[config.mk]
export PLATFORM = sky130hd
export DESIGN_NAME = fdivsqrt_otfc4_seq
export DESIGN_NICKNAME = d
export VERILOG_FILES = /design/src/rtl/config_pkg.sv /design/src/rtl/fdivsqrt_otfc4_step.sv /design/src/rtl/fdivsqrt_otfc4_seq.sv
export SDC_FILE = /design/constraint.sdc
export NUM_CORES = 1
export LEC_CHECK = 0
export ABC_CLOCK_PERIOD_IN_PS = 3400
export BUFFER_PORTS_ARGS = -buffer_cell sky130_fd_sc_hd__buf_2
export CAP_MARGIN = 25
export CORE_ASPECT_RATIO = 0.6
export CORE_UTILIZATION = 60
export DETAILED_ROUTE_END_ITERATION = 8
export PLACE_DENSITY_LB_ADDON = 0.08
export RECOVER_POWER = 25
export SYNTH_ARGS = -nofsm -noshare
export SYNTH_HDL_FRONTEND = slang
export SYNTH_HIERARCHICAL = 1
export SYNTH_SLANG_ARGS = --single-unit
[constraint.sdc]
create_clock -name clk -period 3.4 [get_ports clk]
set_clock_uncertainty 0.15 [all_clocks]
set_input_delay 0.68 -clock clk [delete_from_list [all_inputs] [get_ports clk]]
set_output_delay 0.68 -clock clk [all_outputs]
set_load 0.01 [all_outputs]
[src/rtl/config_pkg.sv]
// Shared div/sqrt configuration: datapath width and the radix-4 digit encoding.
package config_pkg;

  // Fractional bits of the quotient/root datapath.
  localparam int DIVb = 24;

  // Bit positions within the one-hot udigit vector {P2,P1,N1,N2}.
  localparam int UD_P2 = 3;
  localparam int UD_P1 = 2;
  localparam int UD_N1 = 1;
  localparam int UD_N2 = 0;

  // True when more than one digit bit is hot.
  function automatic logic ud_multi(input logic [3:0] d);
    return (d & (d - 4'd1)) != 4'd0;
  endfunction

endpackage

[src/rtl/fdivsqrt_otfc4_step.sv]
// One radix-4 OTFC step: next U/UM/C from the current state and one digit.
module fdivsqrt_otfc4_step #(
  parameter int W = 28
) (
  input  logic [W-1:0] u,
  input  logic [W-1:0] um,
  input  logic [W-1:0] c,
  input  logic [3:0]   udigit,
  output logic [W-1:0] nu,
  output logic [W-1:0] num,
  output logic [W-1:0] nc
);
  import config_pkg::*;

  logic [W-1:0] k;

  // K marks the lowest set bit of C; C shifts in ones two bits at a time.
  assign k  = c & ~(c << 1);
  assign nc = {2'b11, c[W-1:2]};

  // Digit selection with priority +2 > +1 > -1 > -2; all OR updates are exact.
  always_comb begin
    nu  = u;
    num = um | (k << 1) | k;
    if (udigit[UD_P2]) begin
      nu  = u | (k << 1);
      num = u | k;
    end else if (udigit[UD_P1]) begin
      nu  = u | k;
      num = u;
    end else if (udigit[UD_N1]) begin
      nu  = um | (k << 1) | k;
      num = um | (k << 1);
    end else if (udigit[UD_N2]) begin
      nu  = um | (k << 1);
      num = um | k;
    end
  end

endmodule

[src/rtl/fdivsqrt_otfc4_seq.sv]
// Sequential radix-4 on-the-fly converter with iteration counter and start/done handshake.
module fdivsqrt_otfc4_seq #(
  parameter int DIVb = config_pkg::DIVb,
  parameter int ITER = (DIVb + 2) / 2
) (
  input  logic            clk,
  input  logic            reset_n,
  input  logic            start,
  input  logic            kill,
  input  logic            stall,
  input  logic [DIVb+3:0] initU,
  input  logic [DIVb+3:0] initUM,
  input  logic [DIVb+3:0] initC,
  input  logic [3:0]      udigit,
  output logic [DIVb+3:0] U,
  output logic [DIVb+3:0] UM,
  output logic [DIVb+3:0] C,
  output logic            busy,
  output logic            done,
  output logic            digit_err
);
  import config_pkg::*;

  localparam int W  = DIVb + 4;
  localparam int CW = $clog2(ITER + 1);

  typedef enum logic [1:0] {IDLE, ITERATE, DONE} fsm_state_t;

  fsm_state_t    state, nstate;
  logic [CW-1:0] cnt;
  logic          load, upd;
  logic [W-1:0]  nu, num, nc;

  fdivsqrt_otfc4_step #(.W(W)) u_step (
    .u      (U),
    .um     (UM),
    .c      (C),
    .udigit (udigit),
    .nu     (nu),
    .num    (num),
    .nc     (nc)
  );

  // State register.
  always_ff @(posedge clk or negedge reset_n) begin
    if (!reset_n) state <= IDLE;
    else          state <= nstate;
  end

  // Next state and handshake outputs; kill beats stall, stall freezes everything else.
  always_comb begin
    nstate = state;
    load   = 1'b0;
    upd    = 1'b0;
    busy   = 1'b0;
    done   = 1'b0;
    case (state)
      IDLE: begin
        if (start && !kill && !stall) begin
          nstate = ITERATE;
          load   = 1'b1;
        end
      end
      ITERATE: begin
        busy = 1'b1;
        if (kill) begin
          nstate = IDLE;
        end else if (!stall) begin
          upd = 1'b1;
          if (cnt == CW'(1)) nstate = DONE;
        end
      end
      DONE: begin
        done = 1'b1;
        if (kill || !stall) nstate = IDLE;
      end
      default: nstate = IDLE;
    endcase
  end

  // Datapath registers: load on accepted start, step on each unstalled iteration.
  always_ff @(posedge clk or negedge reset_n) begin
    if (!reset_n) begin
      U         <= '0;
      UM        <= '0;
      C         <= '0;
      cnt       <= '0;
      digit_err <= 1'b0;
    end else if (load) begin
      U         <= initU;
      UM        <= initUM;
      C         <= initC;
      cnt       <= CW'(ITER);
      digit_err <= 1'b0;
    end else if (upd) begin
      U   <= nu;
      UM  <= num;
      C   <= nc;
      cnt <= cnt - CW'(1);
      if (ud_multi(udigit)) digit_err <= 1'b1;
    end
  end

endmodule

; ---- Yosys cells after proc, flatten, opt, wreduce, memory -nomap -nowiden
; Cells that the tools add are included.
[classes]
n_addsub = 2
n_eq_ne = 7
mux = 32
n_bitwise = 8
n_reduce_logical = 13
[ops]
columns = operator, count
row1 = 2-to-1 mux 28 bit, 14
row2 = OR 28 bit, 5
row3 = bitwise AND 28 bit, 1
row4 = inverter 28 bit, 1
row5 = 2-to-1 mux 1 bit, 10
row6 = 2-to-1 mux 2 bit, 5
row7 = 2-to-1 mux 4 bit, 2
row8 = "subtractor 4 x 1 -> 4 bit, second input constant", 2
row9 = "!= test 3 bit, second input constant", 2
row10 = case mux 2 bit (3 select lines), 1
row11 = nonzero test 5 bit, 1
row12 = bitwise AND 4 bit, 1
row13 = "equality test 4 x 1 -> 1 bit, second input constant", 1
row14 = "!= test 2 bit, second input constant", 2
row15 = AND reduction 2 bit, 2
row16 = AND reduction 4 bit, 1
row17 = nonzero test 2 bit, 2
row18 = nonzero test 4 bit, 1
row19 = "equality test 2 x 1 -> 1 bit, second input constant", 1
row20 = "equality test 2 bit, second input constant", 1
row21 = logical AND 1 bit, 2
row22 = logical NOT 1 bit, 2
row23 = logical NOT 2 bit, 1
row24 = logical OR 1 bit, 1
[totals]
reg_bits = 91
input_bits = 93
out_inout_bits = 87
word_cells = 68

; ---- Logic depth before layout (Yosys ltp)
[depth]
ltp_word = 10
mapped_depth = 9
depth_no_buf = 6

; ---- Hierarchy
; Netlist, hierarchy kept.
[by_module_without_submodules]
columns = module, n_inst, cells_each, area_each_um2, seq_area_each_um2
row1 = fdivsqrt_otfc4_seq, 1, 437, 4707.0, 2277.2
row2 = fdivsqrt_otfc4_step, 1, 491, 2805.2, 0.0

; ---- Worst setup path before layout
; OpenSTA, ideal clock, no wires.
[synth_timing]
path_type = input to register
from = in kill
to = reg U[10]
setup_ps = 73
arrival_time_ps = 1831
required_time_ps = 3177
path_slack_ps = 1346
stages = 7
cell_sequence = or3_1 > buf_2 > buf_6 > nor2_4 > buf_6 > buf_6 > a2bb2oi_2
[synth_between]
elab_chain_cells = 7
[synth_lines]
columns = item, line_no
row1 = start: declaration, fdivsqrt_otfc4_seq.sv:9  ; input logic kill,
row2 = logical NOT 1 bit, fdivsqrt_otfc4_seq.sv:59  ; if (start && !kill && !stall) begin
row3 = logical AND 1 bit (2 in a row), fdivsqrt_otfc4_seq.sv:59
row4 = 2-to-1 mux 1 bit, fdivsqrt_otfc4_seq.sv:59
row5 = 2-to-1 mux 1 bit, fdivsqrt_otfc4_seq.sv:57  ; case (state)
row6 = nonzero test 5 bit (no source line) or nonzero test 2 bit (tied branches), --
row7 = AND reduction 2 bit (no source line), --
row8 = end signal: assignment, fdivsqrt_otfc4_seq.sv:90  ; U <= initU;
row9 = end signal: assignment, fdivsqrt_otfc4_seq.sv:96  ; U <= nu;
row10 = end: declaration, fdivsqrt_otfc4_seq.sv:15  ; output logic [DIVb+3:0] U,
; Several ways; a longest one is shown, not always the timed one.
; A chain may end at the register's enable or synchronous reset.

; ---- Worst setup path after layout
[layout_timing]
from = reg state[0]
to = reg U[2]
[layout_between]
elab_chain_cells = 4
[layout_lines]
columns = item, line_no
row1 = start: declaration, fdivsqrt_otfc4_seq.sv:29  ; fsm_state_t state, nstate;
row2 = start signal: assignment, fdivsqrt_otfc4_seq.sv:47  ; else state <= nstate;
row3 = logical NOT 2 bit or equality test 2 x 1 -> 1 bit (tied branches), fdivsqrt_otfc4_seq.sv:57
row4 = 2-to-1 mux 1 bit, fdivsqrt_otfc4_seq.sv:57
row5 = nonzero test 5 bit (no source line) or nonzero test 2 bit (tied branches), --
row6 = AND reduction 2 bit (no source line), --
; Several ways; a longest one is shown, not always the timed one.

==> summary.md <==
| Metric | Value |
|---|---|
| Layout cells sized above 1 | `approximately a quarter` |
| P_sw | `about 0.0022 W` |
| Final worst setup slack | `1.04 ns` |
| Final setup fails | `0` |
| # hold bufs at CTS | `0` |
| Combinational share of power | `40.6%` |
| Max cap viols | `1` |
| CTS tree | `built` |
| Post-synthesis sequential element count | `91` |
| Sequential share of power | `a little under two fifths` |
| Placer Congestion | `a little over 0.9` |
| Cells after Synth | `slightly above 900` |
| Tcrit/Tclk final | `69.4%` |
| Die height | `roughly 89 um` |
| Endpoint type of the worst setup path | `flop` |
| I/O pin count | `180` |
| Most common cell after layout, fill and taps aside | `buf_2` |
| Root buffer cell | `clkbuf_16` |
| Worst-Margin Slew | `2.10 ns` |
| ANT nets after route | `0` |
| NumNets Final | `1,110` |
| CP max-delay cell | `nand2b_2` |
| Leading area contributor after synthesis | `dfrtp_1` |
| End of the worst hold path | `digit_err$_DFFE_PN0P_` |
| Asr flop ratio synth | `between 90% and 100%` |
| Post-CTS sizing | `0` |
| DIE AREA | `around 13,000 um^2` |
| Post-synth top flop | `dfrtp_1` |
| Syn avg cell area | `a little over 8 um^2` |
| Post-place setup slack | `slightly below 0.8 ns` |
| Main area contributors after synthesis | `dfrtp_1 30%, o21ai_0 10%, a211oi_1 9.3%, a2bb2oi_1 7.5%, nor2_1 5.1%` |
| Placed inst area | `8160 um^2` |
| Critical path class | `flop to flop` |
| Final Critical Period | `~2.4 ns` |
| Fin area | `roughly 8500 um^2` |
| Worst vdd ir | `278 uV` |
| Hpwl dp | `16,000 um` |
| Leakage | `3.28 nW` |
| Area Overhead vs Synth | `12.8%` |
| Total gr overflow | `0` |
| DR WL/cell | `~20 um` |
| FF-to-FF Start | `state[0]$_DFFE_PN0P_` |
| Starting Density | `roughly 62%` |
| Status | `complete, but fails checks` |
| Post-CTS Setup Inserts | `0` |
| Pint | `approximately 0.003 W` |
| Sw Share | `a little over two fifths` |
| Area share of the largest cell type after synthesis | `30.3%` |
| Hold Crit Start | `digit_err$_DFFE_PN0P_` |
| Dpl cells | `1,169` |
| FF-to-FF path depth | `4` |
| Num CTS Buffers | `9` |
| HP Class | `flop to flop` |
| CP peak stage delay | `roughly 0.70 ns` |
| Violated checks | `capacitance limit, slew limit` |
| # H-tree levels | `3` |
| WP data arrival | `around 2.4 ns` |
| Post-synthesis cell type count | `just over 50` |
| Final hold viol count | `0` |
| Remaining DRCs | `0` |
| Row cnt | `31` |
| Non-Filler Instances | `between 1,000 and 1,500` |
| CP required | `3.47 ns` |
| Pwr Total | `0.00513 W` |
| DR iter-0 viols | `1,192` |
| Clock share of power | `about a fifth` |
| Hold Path Depth | `2` |
| Total track usage | `around 37%` |
| Routed via count | `8,176` |
| Post-DR vias/cell | `roughly 7` |
| Total wire length | `24,200 um` |
| P per Cell Area | `roughly 600 nW/um^2` |
| Clk pin slew, worst setup/hold paths | `~0.070 ns` |
| IO buf count | `roughly 180` |
| CP cell instances | `nand2b_2 > buf_12 > o21ai_0 > a2bb2oi_1` |
| Die span in x | `around 150 um` |
| Largest net degree at the start of global routing | `~110` |
| Clock buffer depth | `2` |
| Skew-Pair Late Insertion Delay | `roughly 0.34 ns` |
| Vias in the first global route | `about 7,000` |
| Synth Cell Area | `7510 um^2` |
| Slew Viols, Final | `36` |
| CP Launch Type | `flop` |
| Max Freq | `approximately 420 MHz` |
| TritonRoute pass-1 iters | `9` |
| Max-slew headroom | `-40.0%` |
| Seq/Total Area, Yosys | `roughly 30%` |
| Clock sinks | `approximately 90` |
| Number of enable flip-flop cells after synthesis | `0` |
| Commonest cells after routing, fill and taps aside | `178 x buf_2, 151 x o21ai_0, 101 x nor2_1, 93 x a211oi_1, 91 x dfrtp_1` |
| Post-Route Setup TNS | `0 ns` |
| R2R Setup Slk | `around 1.0 ns` |
| Capturing point of the worst reg2reg path | `U[2]$_DFFE_PN0P_` |
| Core area | `about 12,000 um^2` |
| Crit Path Max Fanout | `47` |
| Yosys warning total | `6` |
| First-pass GRT wire length | `approximately 38,000 um` |
| Unrepaired setup endpoints after global routing | `no` |
| Initial antenna violation count | `1` |
[final cells by class]
| class | instances | area [um^2] |
|---|---|---|
| clock buffers | 10 | 229 |
| fillers | 1036 | 3670 |
| flip-flops and latches | 91 | 2280 |
| inverters | 24 | 90.1 |
| well taps | 165 | 206 |
| repair buffers | 198 | 1090 |
| clock inverters | 6 | 87.6 |
| multi-input cells | 691 | 4490 |
| diodes | 1 | 2.50 |
[registers in the layout, indices dropped and copies added (netlist names)]
| register | flops |
|---|---|
| C | 28 |
| U | 28 |
| UM | 28 |
| cnt | 4 |
| digit_err | 1 |
| state | 2 |
[worst max path at each step]
stage	slack (ns)	endpoint	startpoint	depth (start not counted)
floorplan	1.35	U[10]$_DFFE_PN0P_	kill	7
global placement	0.78	U[14]$_DFFE_PN0P_	udigit[2]	6
detailed placement	0.78	U[14]$_DFFE_PN0P_	udigit[2]	6
CTS	1.12	U[2]$_DFFE_PN0P_	state[0]$_DFFE_PN0P_	4
global route	0.75	C[27]$_DFFE_PN0P_	reset_n	1
finish	1.04	U[2]$_DFFE_PN0P_	state[0]$_DFFE_PN0P_	4
[cell families (layout without fill, tap and decap cells)]
group | count (synthesis) | count (layout) | share of synthesized area, %
compound gates | 481 | 481 | 45.2
simple gates | 204 | 204 | 13.6
buf+inv | 147 | 238 | 10.3
flops | 91 | 91 | 30.3
fa+ha+maj | 3 | 3 | 0.466
other cells | 1 | 3 | 0.0499
xor+xnor | 1 | 1 | 0.117
[metrics by stage]
stage | hold WS [ns] | util (%)
3_5_place_dp | 0.367 | 67.2
3_3_place_gp | 0.355 | 67.2
6_report | 0.371 | 69.8
4_1_cts | 0.164 | 69.8
5_1_grt | 0.404 | 69.8
2_1_floorplan | 0.234 | -
[power groups by stage]
stage               Combinational (W)  Clock [W]  Sequential (W)
detailed placement            0.00204          0         0.00194
global route                  0.00229    0.00115         0.00199
finish                        0.00208    0.00109         0.00196
floorplan                     0.00140          0         0.00188
global placement              0.00201          0         0.00194
CTS                           0.00205    0.00111         0.00193
[routing by layer]
| layer | share of wire (%) | global-route usage [%] | vias to the layer above | wire, um |
|---|---|---|---|---|
| li1 | - | - | 3730 | - |
| met1 | 44 | 53.5 | 3826 | 10600 |
| met2 | 42 | 54.8 | 550 | 10300 |
| met3 | 11 | 7.42 | 70 | 2590 |
| met4 | 2.9 | 14.6 | 0 | 698 |
| met5 | 0 | 0 | - | 0 |
[worst max-delay path: cells and delay by family (launching register included)]
family,cells,cell delay [ns]
flip-flops,1,0.53
AND/OR/NAND/NOR,1,0.70
AO/OA/AOI/OAI,2,0.44
buffers and inverters,1,0.39
[cell usage after synthesis, types with 3 or more instances]
cell type  number
nand2b_1       28
clkbuf_1       61
nor2_1        103
a211oi_1       93
o41ai_1        13
a2bb2oi_1      64
nor4_1         13
nand2_1         6
o22ai_1        10
a2bb2oi_2      20
nor2b_1        31
a2111oi_0      10
inv_1          23
and3_1          3
o31ai_1        10
buf_4          32
a21oi_1        29
nor3_1          7
a22oi_1        18
o21ai_0       151
o311ai_1       12
dfrtp_1        91
buf_6          10
o211ai_1        8
a31oi_1        33
buf_2          19
No activity file was read; power rests on OpenSTA's default activity.
